===== src/rtl/inst_rom_arbiter.sv =====
// inst_rom_arbiter: shares one combinational instruction ROM between the fetch
// stage (IF) and the debug read port (DBG). Fetch has fixed priority, and a
// starvation counter forces a DBG win after MAX_WAIT lost cycles. Each granted
// address is checked for alignment and range. The response is registered per
// port one cycle after the grant.
module inst_rom_arbiter #(
  parameter int unsigned ADDR_W   = 32,
  parameter int unsigned DATA_W   = 64,
  parameter int unsigned MEM_LOG2 = 17,
  parameter int unsigned MAX_WAIT = 4
) (
  input  logic              clk_i,
  input  logic              rst_i,
  // fetch port
  input  logic              if_req_i,
  input  logic [ADDR_W-1:0] if_addr_i,
  output logic              if_gnt_o,
  output logic              if_rvalid_o,
  output logic [DATA_W-1:0] if_rdata_o,
  output logic              if_err_o,
  // debug port
  input  logic              dbg_req_i,
  input  logic [ADDR_W-1:0] dbg_addr_i,
  output logic              dbg_gnt_o,
  output logic              dbg_rvalid_o,
  output logic [DATA_W-1:0] dbg_rdata_o,
  output logic              dbg_err_o,
  // ROM side
  output logic              rom_ce_o,
  output logic [ADDR_W-1:0] rom_addr_o,
  input  logic [DATA_W-1:0] rom_inst_i
);

  localparam int unsigned CNT_W  = 4;
  localparam int unsigned HI_LSB = MEM_LOG2 + 3;
  localparam logic [CNT_W-1:0] WAIT_MAX = CNT_W'(MAX_WAIT);

  typedef enum logic {
    NORMAL    = 1'b0,
    FORCE_DBG = 1'b1
  } state_e;

  state_e             state_q, state_d;
  logic [CNT_W-1:0]   wait_cnt_q, wait_cnt_d;

  logic               if_rvalid_q, if_rvalid_d;
  logic               if_err_q, if_err_d;
  logic [DATA_W-1:0]  if_rdata_q, if_rdata_d;
  logic               dbg_rvalid_q, dbg_rvalid_d;
  logic               dbg_err_q, dbg_err_d;
  logic [DATA_W-1:0]  dbg_rdata_q, dbg_rdata_d;

  logic               if_gnt, dbg_gnt;
  logic [ADDR_W-1:0]  sel_addr;
  logic               addr_err;
  logic [DATA_W-1:0]  rsp_data;

  // Arbitration, address check and ROM drive for the current cycle.
  always_comb begin
    if_gnt  = 1'b0;
    dbg_gnt = 1'b0;
    if (!rst_i) begin
      unique case (state_q)
        NORMAL: begin
          if_gnt  = if_req_i;
          dbg_gnt = dbg_req_i & ~if_req_i;
        end
        FORCE_DBG: begin
          dbg_gnt = dbg_req_i;
          if_gnt  = if_req_i & ~dbg_req_i;
        end
        default: ;
      endcase
    end
    sel_addr   = dbg_gnt ? dbg_addr_i : if_addr_i;
    addr_err   = (|sel_addr[2:0]) | (|sel_addr[ADDR_W-1:HI_LSB]);
    rom_ce_o   = (if_gnt | dbg_gnt) & ~addr_err;
    rom_addr_o = rom_ce_o ? sel_addr : '0;
    rsp_data   = addr_err ? '0 : rom_inst_i;
  end

  // Starvation counter and FSM next state.
  always_comb begin
    state_d    = state_q;
    wait_cnt_d = '0;
    if (dbg_req_i && !dbg_gnt) begin
      wait_cnt_d = (wait_cnt_q >= WAIT_MAX) ? WAIT_MAX : wait_cnt_q + CNT_W'(1);
    end
    unique case (state_q)
      NORMAL:    if (wait_cnt_d == WAIT_MAX) state_d = FORCE_DBG;
      FORCE_DBG: if (dbg_gnt || !dbg_req_i)  state_d = NORMAL;
      default:   state_d = NORMAL;
    endcase
  end

  // Per-port response next state; data and error hold between responses.
  always_comb begin
    if_rvalid_d  = if_gnt;
    if_err_d     = if_gnt ? addr_err : if_err_q;
    if_rdata_d   = if_gnt ? rsp_data : if_rdata_q;
    dbg_rvalid_d = dbg_gnt;
    dbg_err_d    = dbg_gnt ? addr_err : dbg_err_q;
    dbg_rdata_d  = dbg_gnt ? rsp_data : dbg_rdata_q;
  end

  // State and response registers with synchronous reset.
  always_ff @(posedge clk_i) begin
    if (rst_i) begin
      state_q      <= NORMAL;
      wait_cnt_q   <= '0;
      if_rvalid_q  <= 1'b0;
      if_err_q     <= 1'b0;
      if_rdata_q   <= '0;
      dbg_rvalid_q <= 1'b0;
      dbg_err_q    <= 1'b0;
      dbg_rdata_q  <= '0;
    end else begin
      state_q      <= state_d;
      wait_cnt_q   <= wait_cnt_d;
      if_rvalid_q  <= if_rvalid_d;
      if_err_q     <= if_err_d;
      if_rdata_q   <= if_rdata_d;
      dbg_rvalid_q <= dbg_rvalid_d;
      dbg_err_q    <= dbg_err_d;
      dbg_rdata_q  <= dbg_rdata_d;
    end
  end

  assign if_gnt_o     = if_gnt;
  assign dbg_gnt_o    = dbg_gnt;
  assign if_rvalid_o  = if_rvalid_q;
  assign if_err_o     = if_err_q;
  assign if_rdata_o   = if_rdata_q;
  assign dbg_rvalid_o = dbg_rvalid_q;
  assign dbg_err_o    = dbg_err_q;
  assign dbg_rdata_o  = dbg_rdata_q;

endmodule

===== config.mk =====
export PLATFORM = sky130hd
export DESIGN_NAME = inst_rom_arbiter
export DESIGN_NICKNAME = d
export VERILOG_FILES = /design/src/rtl/inst_rom_arbiter.sv
export SDC_FILE = /design/constraint.sdc
export NUM_CORES = 1
export LEC_CHECK = 0
export CORE_MARGIN = 2
export CORE_UTILIZATION = 45
export DETAILED_ROUTE_END_ITERATION = 6
export DONT_BUFFER_PORTS = 1
export GPL_TIMING_DRIVEN = 1
export RECOVER_POWER = 100
export SYNTH_ARGS = -nofsm -noshare
export SYNTH_HDL_FRONTEND = slang
export SYNTH_SLANG_ARGS = --single-unit

===== constraint.sdc =====
create_clock -name clk_i -period 2.3 [get_ports clk_i]
set_input_delay 0.46 -clock clk_i [delete_from_list [all_inputs] [get_ports clk_i]]
set_output_delay 0.46 -clock clk_i [all_outputs]
set_load 0.01 [all_outputs]

==> metrics.md, run 1 <==
| Metric | Value |
|---|---|
| Status | `finished with violations` |
| Failing checks | `negative setup slack` |
| CTS buffer count | `17` |
| Avg WL per Cell | `between 20 and 25 um` |
| P per Cell Area | `between 800 and 900 nW/um^2` |
| #FFs+latches synth | `around 140` |
| Clock latency on the worst-skew pair | `0.41 ns` |
| Post-DP HPWL | `roughly 11000 um` |
| Core box area | `12200 sq um` |
| # diodes | `0` |
| Pre-CTS setup slack | `0.0606 ns` |
| Final slew viol count | `0` |
| Period utilization | `1.03` |
| Crit path launch type | `flip-flop` |
| First-pass GRT wire length | `~25000 um` |
| Synth Flop Type | `dfxtp_1` |
| Relative slew slack | `0.592` |
| Most common cell in the netlist | `nand3_1` |
| WP data arrival | `about 1.9 ns` |
| Mapped Cells | `580` |
| Crit path launch | `state_q` |
| Fin. Hold Viols | `0` |
| Leakage power | `between 2 and 2.5 nW` |
| Setup Crit Path Kind | `flip-flop to output port` |
| Setup crit end kind | `output port` |
| F_max | `420 MHz` |
| Setup WS post-layout | `-0.0803 ns` |
| Share of cells above drive strength 1 | `0.154` |
| Die Y-Extent | `approximately 120 um` |
| Adder-cell share of the synthesized area | `0.00221` |
| Switch share | `0.213` |
| CTS tree | `done` |
| Dpl cell area | `about 5600 sq um` |
| Sequential fraction of the synthesis area | `0.485` |
| Max-cap violations | `0` |
| Combinational share of power | `0.044` |
| Number of fill cells in the layout | `roughly 1100` |
| Mapped Area | `~5700 sq um` |
| GP Congestion | `slightly above 0.9` |
| Vias | `around 4900` |
| Max clock buf depth | `2` |
| Mux cell area share after synthesis | `0` |
| Area growth, synth to finish | `17.2%` |
| VDD IR-drop max | `0.000428 V` |
| Xor-xnor portion of the synthesized cell area | `0` |
| WP buf/inv | `2` |
| Synthesized area per cell | `9.76 sq um` |
| Async set-reset flop share out of synthesis | `0` |
| DR iter-0 viols | `463` |
| Remaining Overflow, GRT | `0` |
| HP Start | `rom_inst_i[56]` |
| Final Skew | `approximately 0.007 ns` |
| Design Area, Final | `between 6000 and 7000 sq um` |
| Yosys top cell by area | `dfxtp_1` |
| Simple-gate share of the synthesized area | `0.153` |
| Slowest CP cell | `o32ai_2` |
| Drt drc | `0` |
| Top cell type's share of synthesized area | `0.485` |
| Number of global-route vias before repair | `between 4000 and 5000` |
| Top post-synthesis cells by area | `dfxtp_1 48%, nand3_1 13%, a32o_1 11%, o31ai_1 8.5%, o32ai_1 2.8%` |
| R2R Path Start | `state_q` |
| Critical path fanouts, max | `6` |
| Total die area | `between 10000 and 15000 sq um` |
| Width of the die | `between 100 and 150 um` |
| NetSw | `~1.2 mW` |
| Netlist cell types | `34` |
| RSZ-0062 raised after global routing | `yes` |
| Combinational family with the most area after synthesis | `compound AO/OA/AOI/OAI gates` |
| HP Class | `input pin to flip-flop` |
| Antenna violations before repair | `0` |
| Count of yosys warnings during synthesis | `0` |
| Clk slew on worst S/H paths | `~0.06 ns` |
| Final setup viols | `15` |
| Tot GR Track Use | `0.238` |
| Post-route ant nets | `0` |
| Synth top cells by count | `146 x nand3_1, 137 x dfxtp_1, 64 x a32o_1, 64 x o31ai_1, 39 x clkbuf_1` |
| Initial Util | `0.465` |
| Root Buffer | `clkbuf_16` |
| I/O pins | `about 300` |
| Number of port buffers | `0` |
| Share of power burned in registers | `0.425` |
| Worst Tran Pin Value | `roughly 0.6 ns` |
| CP top delay family | `compound AO/OA/AOI/OAI gates` |
| Clock sink total | `around 140` |
| Compound-Gate Fraction of Synth Area | `0.264` |
| DRT Pass-1 Iters | `5` |
| H-Tree Depth | `4` |
| Std-Cell Rows | `40` |
| CTS Hold Buffers Added | `0` |
| Power Internal | `between 4 and 5 mW` |
| Via density | `roughly 6.7` |
| Slowest cell delay on critical path | `around 0.38 ns` |
| Wirelength, routed | `~18000 um` |
| Post-layout net count | `about 690` |
| Critical path data required time | `~1.8 ns` |
| Min cycle time layout | `2.38 ns` |
| Setup TNS | `-0.281 ns` |
| Crit path cell chain | `and2b_2, o211ai_1, buf_4, buf_12, o32ai_2` |
| Total power draw | `5.61 mW` |
| EDFF count, synth | `0` |
| Clock power share | `0.531` |
| Largest net degree at the start of global routing | `66` |
cell usage in the layout, fill, tap and decap left out, types with 2 or more instances in the layout:
| master | n |
|---|---|
| nand2_1 | 2 |
| o211ai_1 | 2 |
| clkbuf_16 | 18 |
| conb_1 | 16 |
| inv_1 | 4 |
| clkbuf_8 | 2 |
| nand2b_1 | 2 |
| bufinv_16 | 5 |
| inv_2 | 2 |
| o2111ai_1 | 17 |
| buf_6 | 2 |
| o32ai_1 | 5 |
| a32o_1 | 64 |
| nor2_1 | 2 |
| nor4_1 | 5 |
| clkinv_2 | 2 |
| o32ai_4 | 11 |
| nand2_4 | 2 |
| clkinv_4 | 2 |
| dfxtp_1 | 136 |
| o32ai_2 | 2 |
| nand3_1 | 146 |
| o31a_1 | 2 |
| buf_12 | 4 |
| o31ai_1 | 64 |
| buf_4 | 23 |
final timing paths:
path / to / slack, ns / cells past startpoint
hold / removal: if_rdata_o[56] / 0.19 / 2
setup / recovery: rom_ce_o / -0.08 / 5
hold reg to reg: wait_cnt_q[0] / 0.44 / 1
setup reg to reg: if_rdata_o[24] / 0.14 / 7
cell type report:
class | count | area [sq um] | area share
repair buffers | 30 | 300 | 0.0453
flip-flops and latches | 137 | 2740 | 0.414
inverters | 7 | 26.3 | 0.00396
multi-input cells | 359 | 2700 | 0.407
well taps | 168 | 210 | 0.0317
clock buffers | 20 | 457 | 0.0689
clock inverters | 11 | 194 | 0.0292
cells by family after synthesis:
family / after synthesis
DFF: 137
AOI/OAI and AO/OA: 172
adders and majority gates: 1
and+or+nand+nor: 169
other: 1
buffers and inverters: 100
layer usage:
metal | routed length (um) | track usage | vias to the layer above
met1 | 7100 | 0.302 | 2426
met3 | 1890 | 0.0887 | 22
met2 | 8600 | 0.372 | 242
met5 | 0 | 0 | -
li1 | - | - | 2209
met4 | 258 | 0.0905 | 0
registers in the layout, summed over array words and instances, names as in the netlist:
signal / flops
dbg_err_o: 1
dbg_rvalid_o: 1
if_err_o: 1
if_rvalid_o: 1
wait_cnt_q: 4
dbg_rdata_o: 64
if_rdata_o: 64
state_q: 1
worst register-to-register path, stage by stage (launching register included):
cell and delay, ns:
dfxtp_2 0.34, and2b_2 0.24, o211ai_1 0.40, buf_4 0.21, buf_12 0.15, buf_4 0.15, buf_4 0.36, o31ai_1 0.17
power groups by stage:
| stage | clock (mW) | sequential [mW] | combinational, mW |
|---|---|---|---|
| final | 2.98 | 2.39 | 0.244 |
| after global routing | 3.12 | 2.39 | 0.265 |
| after CTS | 3.04 | 2.39 | 0.224 |
| after detailed placement | 0 | 2.44 | 0.222 |
| after global placement | 0 | 2.44 | 0.218 |
| after floorplan | 0 | 2.44 | 0.202 |
per-stage QoR:
| stage | hold WS [ns] | std cells | util |
|---|---|---|---|
| 2_1_floorplan | 0.418 | 595 | - |
| 3_3_place_gp | 0.432 | 690 | 0.462 |
| 3_5_place_dp | 0.437 | 690 | 0.462 |
| 4_1_cts | 0.173 | 721 | 0.520 |
| 5_1_grt | 0.178 | 732 | 0.545 |
| 6_report | 0.191 | 732 | 0.545 |
timing repair:
item                       4_1_cts  5_1_grt
buffers inserted                 0        7
cloned                           0        4
resized for setup                7       30
setup endpoints to repair       12       13
pin swaps                        0       13
Note: power is estimated with default switching activity, not from simulation.
==> run 2, diff against run 1 <==
--- a/config.mk
+++ b/config.mk
@@ -5,6 +5,7 @@
 export SDC_FILE = /design/constraint.sdc
 export NUM_CORES = 1
 export LEC_CHECK = 0
+export ABC_AREA = 1
 export CORE_MARGIN = 2
 export CORE_UTILIZATION = 45
 export DETAILED_ROUTE_END_ITERATION = 6
==> constraint.sdc (replaced) <==
create_clock -name clk_i -period 3.02 [get_ports clk_i]
set_input_delay 0.604 -clock clk_i [delete_from_list [all_inputs] [get_ports clk_i]]
set_output_delay 0.604 -clock clk_i [all_outputs]
set_load 0.01 [all_outputs]
==> metrics.md, run 2 <==
| Metric | Value |
|---|---|
| Most common cell after layout, fill and taps aside | `nand3_1` |
| Relative slew slack | `-0.0399` |
| Post-layout net count | `between 800 and 900` |
| Dpl cell area | `about 5800 sq um` |
| Failing checks | `max-capacitance violations, max-slew violations` |
| Count of yosys warnings during synthesis | `0` |
| Synth Flop Type | `dfxtp_1` |
| HP Class | `input pin to flip-flop` |
| Async set-reset flop share out of synthesis | `0` |
| Clock sink total | `137` |
| Via density | `roughly 5.6` |
| Mux cell area share after synthesis | `0` |
| Wirelength, routed | `about 16000 um` |
| Clock latency on the worst-skew pair | `0.42 ns` |
| Compound-Gate Fraction of Synth Area | `0.0933` |
| CP top delay family | `simple AND/OR/NAND/NOR gates` |
| Synth top cells by count | `205 x nand3_1, 161 x nand2_1, 137 x dfxtp_1` |
| F_max | `between 300 and 400 MHz` |
| Mapped Area | `approximately 5800 sq um` |
| EDFF count, synth | `0` |
| CTS buffer count | `17` |
| Period utilization | `0.916` |
| Share of cells above drive strength 1 | `0.0710` |
| Slowest CP cell | `dfxtp_1` |
| Number of global-route vias before repair | `4843` |
| Number of fill cells in the layout | `1272` |
| Fin. Hold Viols | `0` |
| P per Cell Area | `between 600 and 700 nW/um^2` |
| Avg WL per Cell | `approximately 17 um` |
| GP Congestion | `about 0.84` |
| WP data arrival | `~2.2 ns` |
| Most used cell, CP | `nand2_1` |
| WP buf/inv | `2` |
| Drt drc | `0` |
| Crit path cell chain | `inv_1, nand2_4, nand2_8, nand2_1, nand2_1, nor2_1, nand2_1, nor2_8, o211ai_4, nor2_1, clkbuf_1` |
| Yosys top cell by area | `dfxtp_1` |
| Leakage power | `roughly 2.9 nW` |
| Post-route ant nets | `0` |
| Min cycle time layout | `about 2.8 ns` |
| Crit path launch type | `flip-flop` |
| Top post-synthesis cells by area | `dfxtp_1 47%, nand3_1 18%, nand2_1 10%, o21ai_0 3.2%, a21oi_1 2.9%` |
| Adder-cell share of the synthesized area | `0.00215` |
| RSZ-0062 raised after global routing | `no` |
| CTS Hold Buffers Added | `0` |
| Final slew viol count | `34` |
| Clk slew on worst S/H paths | `0.05 ns` |
| Vias | `5214` |
| Max-cap violations | `1` |
| CTS tree | `done` |
| Simple-gate share of the synthesized area | `0.325` |
| DR iter-0 viols | `412` |
| Setup crit end kind | `output port` |
| Max clock buf depth | `2` |
| Design Area, Final | `around 6300 sq um` |
| Utilization after layout | `0.502` |
| Core box area | `12600 sq um` |
| Status | `finished with violations` |
| Synthesized area per cell | `approximately 7.5 sq um` |
| Largest net degree at the start of global routing | `just under 80` |
| Xor-xnor portion of the synthesized cell area | `0` |
| Setup Crit Path Kind | `flip-flop to output port` |
| Mapped Cells | `around 780` |
| Most frequent cells in the layout | `205 x nand3_1, 161 x nand2_1, 137 x dfxtp_1, 68 x o21ai_0, 40 x inv_1` |
| Number of port buffers | `0` |
| # diodes | `0` |
| Die Y-Extent | `about 120 um` |
| #FFs+latches synth | `137` |
| Setup TNS | `0 ns` |
| Reg area | `around 2700 sq um` |
| Area growth, synth to finish | `9.05%` |
| Slowest cell delay on critical path | `~0.3 ns` |
| DRT Pass-1 Iters | `5` |
| Width of the die | `around 120 um` |
| Post-CTS Setup Inserts | `0` |
| Final Skew | `0.0111 ns` |
| Area occupied by multi-input gates | `2510 sq um` |
| Total die area | `approximately 14000 sq um` |
| Std-Cell Rows | `between 40 and 50` |
| Sequential fraction of the synthesis area | `0.472` |
| Tot GR Track Use | `0.228` |
| Combinational family with the most area after synthesis | `simple AND/OR/NAND/NOR gates` |
| Netlist cell types | `25` |
| First-pass GRT wire length | `25500 um` |
| Total power draw | `between 4 and 5 mW` |
| Worst Tran Pin Value | `~1.6 ns` |
| Antenna violations before repair | `0` |
| Most common cell in the netlist | `nand3_1` |
| Critical path fanouts, max | `23` |
| Final setup viols | `0` |
| I/O pins | `299` |
| Root Buffer | `clkbuf_16` |
| Top cell type's share of synthesized area | `0.472` |
| Remaining Overflow, GRT | `0` |
| Post-DP HPWL | `between 10000 and 15000 um` |
| Critical path data required time | `approximately 2.4 ns` |
| H-Tree Depth | `4` |
| Initial Util | `0.460` |
| VDD IR-drop max | `approximately 0.00033 V` |
run 2: cell count changes in the layout (fill, tap and decap cells not counted), sizes merged, moves of 33 or more:
cell	before	now
nand2	5	165
nand3	146	205
inv	7	45
a32o	64	0
o21ai	1	70
o31ai	64	0
a21oi	1	34
run 2: power by group:
part | internal (mW) | switching [mW]
Combinational | 0.0564 | 0.168
Sequential | 1.84 | 0.0407
Clock | 1.27 | 0.781
Total | 3.17 | 0.989
run 2: kinds of logic (layout without fill, tap and decap cells):
logic type      Yosys count  count (layout)
other cells               1              16
fa+ha+maj                 1               1
flops                   137             137
simple gates            410             410
buf+inv                 122              92
compound gates          105             105
run 2: worst paths after layout:
check	startpoint	end	slack, ns	cells after the start
setup / recovery	state_q	rom_addr_o[17]	0.25	11
hold / removal	rst_i	wait_cnt_q[0]	0.27	1
setup reg to reg	state_q	if_rdata_o[38]	0.34	13
hold reg to reg	wait_cnt_q[0]	wait_cnt_q[0]	0.48	1
run 2: final cells by class:
cell class,count,area share
clock buffers,20,0.0721
repair buffers,16,0.0164
inverters,44,0.0263
flip-flops and latches,137,0.433
clock inverters,12,0.0217
well taps,172,0.0340
multi-input cells,532,0.396
run 2: metrics by stage:
| step | std cells | hold slack, ns | setup WS, ns |
|---|---|---|---|
| 2_1_floorplan | 791 | 0.426 | 0.382 |
| 3_3_place_gp | 901 | 0.438 | 0.369 |
| 3_5_place_dp | 901 | 0.465 | 0.294 |
| 4_1_cts | 933 | 0.256 | 0.0644 |
| 5_1_grt | 933 | 0.262 | 0.0404 |
| 6_report | 933 | 0.275 | 0.253 |
run 2: what timing repair did:
action,CTS,global route
gates resized for setup,0,2
hold endpoints to repair,0,0
setup endpoints to repair,0,17
run 2: metal layers:
layer / routed length [um] / vias to the layer above / GRT usage
met4: 446 / 0 / 0.104
met5: 0 / - / 0
li1: - / 2484 / -
met1: 6440 / 2446 / 0.261
met3: 1700 / 34 / 0.100
met2: 7530 / 250 / 0.367
==> run 3, diff against run 2 <==
==> constraint.sdc (replaced) <==
create_clock -name clk_i -period 3.02 [get_ports clk_i]
set_input_delay 0 -clock clk_i [delete_from_list [all_inputs] [get_ports clk_i]]
set_output_delay 0 -clock clk_i [all_outputs]
set_load 0.01 [all_outputs]
==> metrics.md, run 3 (same netlist as run 2, synthesis figures left out) <==
| Metric | Value |
|---|---|
| Relative slew slack | `0.228` |
| Most used cell, CP | `nand2_1` |
| Most common cell after layout, fill and taps aside | `nand3_1` |
| H-Tree Depth | `4` |
| Share of power burned in registers | `0.447` |
| Combinational share of power | `0.073` |
| Crit path launch type | `flip-flop` |
| Max clock buf depth | `2` |
| Most frequent cells in the layout | `205 x nand3_1, 162 x nand2_1, 137 x dfxtp_1, 68 x o21ai_0, 68 x dlygate4sd3_1` |
| P per Cell Area | `about 600 nW/um^2` |
| Drt drc | `0` |
| CTS tree | `done` |
| CTS buffer count | `17` |
| Clock latency on the worst-skew pair | `~0.41 ns` |
| Die Y-Extent | `118 um` |
| Wirelength, routed | `between 15000 and 20000 um` |
| HP Class | `input pin to flip-flop` |
| Setup crit end kind | `flip-flop` |
| F_max | `between 300 and 400 MHz` |
| Leakage power | `3.17 nW` |
| GP Congestion | `0.810` |
| Worst Hold Margin | `~0.10 ns` |
| Initial Util | `0.460` |
| Avg WL per Cell | `between 15 and 20 um` |
| Std-Cell Rows | `a little over 40` |
| Number of fill cells in the layout | `between 1000 and 1500` |
| I/O pins | `~300` |
| Post-DP HPWL | `between 10000 and 15000 um` |
| RSZ-0062 raised after global routing | `no` |
| Clock sink total | `roughly 140` |
| R2R setup slack | `between 0.3 and 0.4 ns` |
| NetSw | `just under 1 mW` |
| Number of global-route vias before repair | `5107` |
| Final setup viols | `0` |
| Worst Tran Pin Value | `approximately 1.2 ns` |
| Core box area | `~13000 sq um` |
| WP buf/inv | `2` |
| First-pass GRT wire length | `about 26000 um` |
| DRT Pass-1 Iters | `5` |
| Largest net degree at the start of global routing | `roughly 100` |
| Fin. Hold Viols | `0` |
| Period utilization | `0.883` |
| Root Buffer | `clkbuf_16` |
| Setup TNS | `0 ns` |
| Setup Crit Path Kind | `flip-flop to flip-flop` |
| Switch share | `0.228` |
| PostCTS Resize Cnt | `0` |
| Setup WS post-layout | `about 0.35 ns` |
| Number of port buffers | `0` |
| Slowest cell delay on critical path | `a little over 0.6 ns` |
| DR iter-0 viols | `420` |
| Width of the die | `roughly 120 um` |
| Vias | `approximately 5400` |
| Pre-CTS setup slack | `about 0.40 ns` |
| Share of cells above drive strength 1 | `0.0596` |
| Power Internal | `3.25 mW` |
| Remaining Overflow, GRT | `0` |
| Post-layout net count | `944` |
| Via density | `between 5 and 6` |
| Tot GR Track Use | `0.232` |
| Clock power share | `0.480` |
| Final slew viol count | `0` |
| Area growth, synth to finish | `20.4%` |
| Critical path data required time | `approximately 3.4 ns` |
| Crit path cell chain | `inv_1, nand2_2, nand2_4, nand2_1, nand2_1, nor2_1, nand2_1, clkinv_1, nand2_1, nor2_8, nand3_1, nand2_1` |
| # diodes | `0` |
| Utilization after layout | `0.554` |
| Status | `finished, final reports clean` |
| Final Skew | `0.00518 ns` |
| Max-cap violations | `0` |
| WP data arrival | `around 3.0 ns` |
| Clk slew on worst S/H paths | `0.05 ns` |
| Slowest CP cell | `nor2_8` |
| Total die area | `13800 sq um` |
| Antenna violations before repair | `0` |
| Critical path fanouts, max | `64` |
| CP top delay family | `simple AND/OR/NAND/NOR gates` |
| VDD IR-drop max | `0.000375 V` |
| Min cycle time layout | `between 2 and 3 ns` |
| Post-route ant nets | `0` |
## run 3: changes by cell type in the layout (fill, tap and decap cells not counted), moves of 2 or more
cell,delta
clkbuf_1,-2
clkbuf_8,+2
clkinvlp_4,-2
dlygate4sd3_1,+68
inv_6,-4
## run 3: repair_timing
action | in CTS | in global routing
hold buffers | 68 | 0
buffers inserted | 0 | 1
setup endpoints to repair | 0 | 17
hold endpoints to repair | 133 | 0
## run 3: layer usage
metal,global-route usage,wire (um)
met1,0.279,6960
met5,0,0
met3,0.0993,1720
met4,0.0911,378
met2,0.367,7870
## run 3: worst paths after layout
kind | start | end | cells after the start
worst max register to register | state_q | dbg_rdata_o[46] | 12
worst min register to register | wait_cnt_q[0] | wait_cnt_q[0] | 1
worst min-delay path | rst_i | dbg_rdata_o[59] | 3
worst max-delay path | state_q | dbg_rdata_o[46] | 12
## run 3: per-stage QoR
| stage | std cells | power, mW | instance area [sq um] |
|---|---|---|---|
| final | 994 | 4.21 | 6990 |
| after global routing | 994 | 4.36 | 6990 |
| after CTS | 992 | 4.24 | 7000 |
| after detailed placement | 894 | 2.14 | 5740 |
| after global placement | 894 | 2.14 | 5740 |
| after floorplan | 791 | 2.11 | 5860 |
## run 3: final cells by class
type,instances,area (sq um),area share
multi-input cells,533,2520,0.360
well taps,172,215,0.0308
clock inverters,7,92.6,0.0132
repair buffers,78,768,0.110
flip-flops and latches,137,2740,0.392
clock buffers,23,488,0.0698
inverters,44,166,0.0238
## run 3: power groups by stage
| stage | clock [mW] | combinational, mW | sequential (mW) |
|---|---|---|---|
| after global routing | 2.14 | 0.339 | 1.89 |
| after detailed placement | 0 | 0.221 | 1.92 |
| final | 2.02 | 0.305 | 1.88 |
| after global placement | 0 | 0.214 | 1.92 |
| after CTS | 2.05 | 0.304 | 1.88 |
| after floorplan | 0 | 0.200 | 1.91 |
## run 3: worst reg2reg max path, delay by kind of cell (launching register included)
kind,cells,cell delay [ns]
buffers and inverters,2,0.15
DFF,1,0.30
and+or+nand+nor,10,2.17
